<file path="config.mk">
export PLATFORM = sky130hd
export DESIGN_NAME = fb_pixel_writer
export DESIGN_NICKNAME = d
export VERILOG_FILES = /design/src/rtl/fb_pixel_writer.sv
export SDC_FILE = /design/constraint.sdc
export NUM_CORES = 1
export LEC_CHECK = 0
export CORE_UTILIZATION = 36
export DETAILED_ROUTE_END_ITERATION = 10
export HOLD_SLACK_MARGIN = 0.03
export PLACE_DENSITY = 0.91
export SLEW_MARGIN = 20
export SYNTH_ARGS = -nofsm -noshare
export SYNTH_HDL_FRONTEND = slang
export SYNTH_SLANG_ARGS = --single-unit
</file>
<file path="constraint.sdc">
create_clock -name clock -period 1.93 [get_ports clock]
set_input_delay 0.4825 -clock clock [delete_from_list [all_inputs] [get_ports clock]]
set_output_delay 0.4825 -clock clock [all_outputs]
set_load 0.01 [all_outputs]
</file>
<file path="src/rtl/fb_pixel_writer.sv">
// Framebuffer pixel writer: packs 6-bit pixels two per 16-bit RAM word via read-modify-write.
// Optional full-screen fill is compiled in with `define FB_FILL_EN.
module fb_pixel_writer #(
  parameter int unsigned MEM_WIDTH       = 256,
  parameter int unsigned MEM_HEIGHT      = 256,
  parameter int unsigned MEM_ADDR_OFFSET = 0
) (
  input  logic        clock,
  input  logic        clear_n,
  input  logic        px_valid,
  output logic        px_ready,
  input  logic [15:0] px_x,
  input  logic [15:0] px_y,
  input  logic [5:0]  px_color,
  input  logic        fill_start,
  input  logic [5:0]  fill_color,
  output logic        busy,
  output logic [15:0] mem_addr,
  output logic [15:0] mem_wdata,
  output logic        mem_we,
  input  logic [15:0] mem_rdata
);

  localparam logic [15:0] BASE_ADDR = 16'(MEM_ADDR_OFFSET);

`ifdef FB_FILL_EN
  typedef enum logic [1:0] {IDLE = 2'd0, RD = 2'd1, WR = 2'd2, FILL = 2'd3} state_t;
  localparam int unsigned FILL_WORDS = MEM_WIDTH * MEM_HEIGHT / 2;
  localparam int unsigned CNT_W      = (FILL_WORDS > 1) ? $clog2(FILL_WORDS) : 1;
  localparam logic [CNT_W-1:0] LAST_WORD = CNT_W'(FILL_WORDS - 1);
  logic [CNT_W-1:0] fill_cnt;
`else
  typedef enum logic [1:0] {IDLE = 2'd0, RD = 2'd1, WR = 2'd2} state_t;
  logic unused_fill;
  assign unused_fill = &{1'b0, fill_start, fill_color};
`endif

  state_t      state;
  logic        lat_odd;
  logic [5:0]  lat_color;
  logic [15:0] wdata_q;
  logic        in_range;
  logic [31:0] lin_idx;

  // Replace one half of the word with the new pixel; padding bits are always cleared.
  function automatic logic [15:0] merge_pixel(input logic [15:0] rd, input logic odd,
                                              input logic [5:0] color);
    if (odd) merge_pixel = {2'b00, color, 2'b00, rd[5:0]};
    else     merge_pixel = {2'b00, rd[13:8], 2'b00, color};
  endfunction

  assign in_range = (32'(px_x) < MEM_WIDTH) && (32'(px_y) < MEM_HEIGHT);
  assign lin_idx  = (32'(px_y) * MEM_WIDTH + 32'(px_x)) >> 1;

`ifdef FB_FILL_EN
  assign px_ready = (state == IDLE) && !fill_start;
`else
  assign px_ready = (state == IDLE);
`endif

  // Read data arrives during WR, so the merged word is muxed straight onto the write bus.
  assign mem_wdata = (state == WR) ? merge_pixel(mem_rdata, lat_odd, lat_color) : wdata_q;

  always_ff @(posedge clock or negedge clear_n) begin
    if (!clear_n) begin
      state     <= IDLE;
      mem_we    <= 1'b0;
      mem_addr  <= BASE_ADDR;
      wdata_q   <= '0;
      busy      <= 1'b0;
      lat_odd   <= 1'b0;
      lat_color <= '0;
`ifdef FB_FILL_EN
      fill_cnt  <= '0;
`endif
    end else begin
      case (state)
        IDLE: begin
          mem_we <= 1'b0;
`ifdef FB_FILL_EN
          if (fill_start) begin
            state    <= FILL;
            busy     <= 1'b1;
            mem_we   <= 1'b1;
            mem_addr <= BASE_ADDR;
            wdata_q  <= {2'b00, fill_color, 2'b00, fill_color};
            fill_cnt <= '0;
          end else
`endif
          if (px_valid && in_range) begin
            state     <= RD;
            busy      <= 1'b1;
            mem_addr  <= 16'(MEM_ADDR_OFFSET + lin_idx);
            lat_odd   <= px_x[0];
            lat_color <= px_color;
          end
        end
        RD: begin
          state  <= WR;
          mem_we <= 1'b1;
        end
        WR: begin
          state  <= IDLE;
          mem_we <= 1'b0;
          busy   <= 1'b0;
        end
`ifdef FB_FILL_EN
        FILL: begin
          if (fill_cnt == LAST_WORD) begin
            state  <= IDLE;
            mem_we <= 1'b0;
            busy   <= 1'b0;
          end else begin
            fill_cnt <= fill_cnt + CNT_W'(1);
            mem_addr <= mem_addr + 16'd1;
          end
        end
`endif
        default: begin
          state  <= IDLE;
          mem_we <= 1'b0;
          busy   <= 1'b0;
        end
      endcase
    end
  end

endmodule

</file>
==> out/qor.yml <==
cts_tree: "done"
postSynthCellCount: 121
fin_setup_tns_ns: 0
drt-pass1-iter-count: 4
hold_start: "mem_addr[0]$_DFFE_PN0P_"
synth_area_sq_um: 1540
top_usage_layer: "met2"
end_kind: "register"
placed_cell_area_sq_um: 2630
drtIter0Drc: 24
max-vdd-ir-drop_v: 0.000495
rr_startpoint: "state[1]$_DFFE_PN0P_"
min_path_cells: 1
ys_warn_count: 16
timing.fmax_mhz: 528
power_density_nw_per_um2: 427
io_pins: 99
vias: 1389
place_congestion: 0.828
reg2reg_depth: 6
drv_slew: 0
cpPeakStageDelay_ns: 0.44
finalCritPeriodShare: 0.981
syn_to_final_growth_pct: 78.9
grt_use_met3: 0.0439
path_cells: "clkdlybuf4s50_1 -> ha_4 -> o21ai_1 -> o21bai_1 -> a21oi_2 -> xnor2_1 -> mux2_1"
leakage_nw: 1.35
core_area_sq_um: 4060
grt_first_pass_wirelength_microns: 6190
grt_pass1_vias: 1372
initial_core_util: 0.379
maxCapViolCount: 0
ys_ff_latch: 27
nets: 310
diodes: 0
grt.overflow.total: 0
drive_gt1_frac: 0.339
cts-htree-levels: 1
timing.critical_path.fanout_max: 3
status: "finished clean"
crit_arrival_ns: 2.05
min_to: "mem_addr[0]$_DFFE_PN0P_"
grt_start_max_net_pins: 28
fp.dieArea_sq_um: 4540
yosysSeqAreaShare: 0.439
rows: 23
r2r_end: "mem_addr[8]$_DFFE_PN0P_"
finalSetupViolCount: 0
wl_per_cell_microns: 14.5
gr-usage-all-layers: 0.186
drtAntennaViolNets: 0
num-fill-cells: 321
synth.distinct_cells: 33
hold_path_class: "reg -> reg"
fin_util: 0.678
critPathSlowestCell: "clkdlybuf4s50_1"
clk_transition_reported_paths_ns: 0.09
wirelength_microns: 4150
die_x_microns: 67.4
clockRootBuffer: "clkbuf_8"
routed_via_density: 4.86
cp.required_ns: 2.08
clockBufferDepth: 2
cts_buffers: 3
port_buffers: 83
cp-start-kind: "input port"
critical_path_class: "in -> reg"
cts_hold_buf: 0
chipHeight_microns: 67.4
postSynthAreaPerCell_sq_um: 12.7
total_power_mw: 1.17
gr-usage-met1: 0.206
skew_ns: 0.00532
clock_sinks: 27
met2_usage: 0.348
min_period_ns: 1.89
remaining_drc_errors: 0
clk_latency_ns: 0.26
hold_viol: 0
r2r_setup_slack_ns: 0.36
design_area_sq_um: 2750
antenna_found_initial: 0
post-dp-hpwl_microns: 3230
==> through the flow <==
step	setup slack [ns]	hold WS (ns)	cells
2_1_floorplan	0.000273	0.187	124
3_3_place_gp	-0.531	0.466	275
3_5_place_dp	-0.562	0.474	275
4_1_cts	-0.0153	0.494	284
5_1_grt	-0.00931	0.508	286
6_report	0.0366	0.489	286
==> cells by family (layout without fill, tap and decap cells) <==
| logic type | Yosys count | count (layout) | synth area share |
|---|---|---|---|
| compound gates | 22 | 22 | 0.0870 |
| xor+xnor | 5 | 5 | 0.0285 |
| fa+ha+maj | 9 | 9 | 0.0781 |
| buf+inv | 8 | 120 | 0.0415 |
| flops | 27 | 27 | 0.439 |
| mux | 31 | 31 | 0.227 |
| other cells | 1 | 4 | 0.00244 |
| simple gates | 18 | 18 | 0.0967 |
==> power by group <==
group          switching (mW)  total, mW  internal, mW
logic                   0.118      0.299         0.181
clock network           0.163      0.310         0.147
registers            0.000107      0.565         0.565
total                   0.281       1.17         0.894
==> repair_timing <==
item,4_1_cts,5_1_grt
cloned,1,1
buffers inserted,4,1
pin swaps,11,11
endpoints found under the setup margin,33,26
resized for setup,41,27
==> how the worst max path moves through the flow <==
stage / slack [ns] / cells after the start / to / from
5_1_grt: -0.009 / 7 / mem_addr[12]$_DFFE_PN0P_ / px_y[3]
3_3_place_gp: -0.53 / 8 / mem_addr[13]$_DFFE_PN0P_ / px_x[8]
4_1_cts: -0.02 / 8 / mem_addr[13]$_DFFE_PN0P_ / px_y[0]
2_1_floorplan: 0.0003 / 7 / mem_addr[13]$_DFFE_PN0P_ / px_x[8]
6_report: 0.04 / 7 / mem_addr[12]$_DFFE_PN0P_ / px_y[3]
3_5_place_dp: -0.56 / 8 / mem_addr[13]$_DFFE_PN0P_ / px_x[8]
==> worst max-delay path: cells and delay by family <==
kind | cells | cell delay, ns
AOI/OAI and AO/OA | 3 | 0.42
adders and majority gates | 1 | 0.30
muxes | 1 | 0.28
xor gates and xnor gates | 1 | 0.12
buffers and inverters | 1 | 0.44
==> cells in the mapped netlist (all sizes together) <==
library cell,count,area share
nor4,3,0.032
nor3,1,0.0032
ha,8,0.065
o21ai,6,0.020
o41ai,1,0.0057
inv,1,0.0024
a21o,2,0.0098
nand2,1,0.0024
o31ai,1,0.0049
nand4,1,0.014
a211o,1,0.0057
nor2b,3,0.012
nor2,8,0.030
o21bai,1,0.0049
a211oi,1,0.0049
o22ai,2,0.0081
nand3,1,0.0032
conb,1,0.0024
fa,1,0.013
mux2,31,0.23
xnor2,3,0.017
a31oi,1,0.0041
xor2,2,0.011
a21oi,6,0.020
buf,7,0.039
dfrtp,27,0.44
==> metal layers <==
| metal | wire, microns | up-vias |
|---|---|---|
| met5 | 0 | - |
| met4 | 46 | 0 |
| met3 | 212 | 6 |
| met2 | 2270 | 44 |
| met1 | 1620 | 669 |
| li1 | - | 670 |
==> registers in the layout (all words and copies together) (netlist names) <==
register   count
mem_addr      16
lat_color      6
state          2
busy           1
lat_odd        1
mem_we         1
==> layout make-up <==
class | count | area (sq um) | area share
inverter | 1 | 3.75 | 0.00136
sequential | 27 | 676 | 0.245
multi-input combinational | 89 | 887 | 0.322
timing repair buffer | 115 | 1080 | 0.392
clock buffer | 4 | 45.0 | 0.0164
tap | 50 | 62.6 | 0.0227
==> layout by cell type, fill, tap and decap left out, drive strengths merged, types with 3 or more instances in the layout <==
master | synthesis | routed
dlymetal6s2s | 0 | 3
conb | 1 | 4
nor4 | 3 | 3
ha | 8 | 8
dfrtp | 27 | 27
mux2 | 31 | 31
o21ai | 6 | 6
buf | 7 | 31
nor2 | 8 | 8
xnor2 | 3 | 3
a21oi | 6 | 6
nor2b | 3 | 3
clkbuf | 0 | 18
dlygate4sd2 | 0 | 11
clkdlybuf4s50 | 0 | 55
No activity file was read; power rests on OpenSTA's default activity.
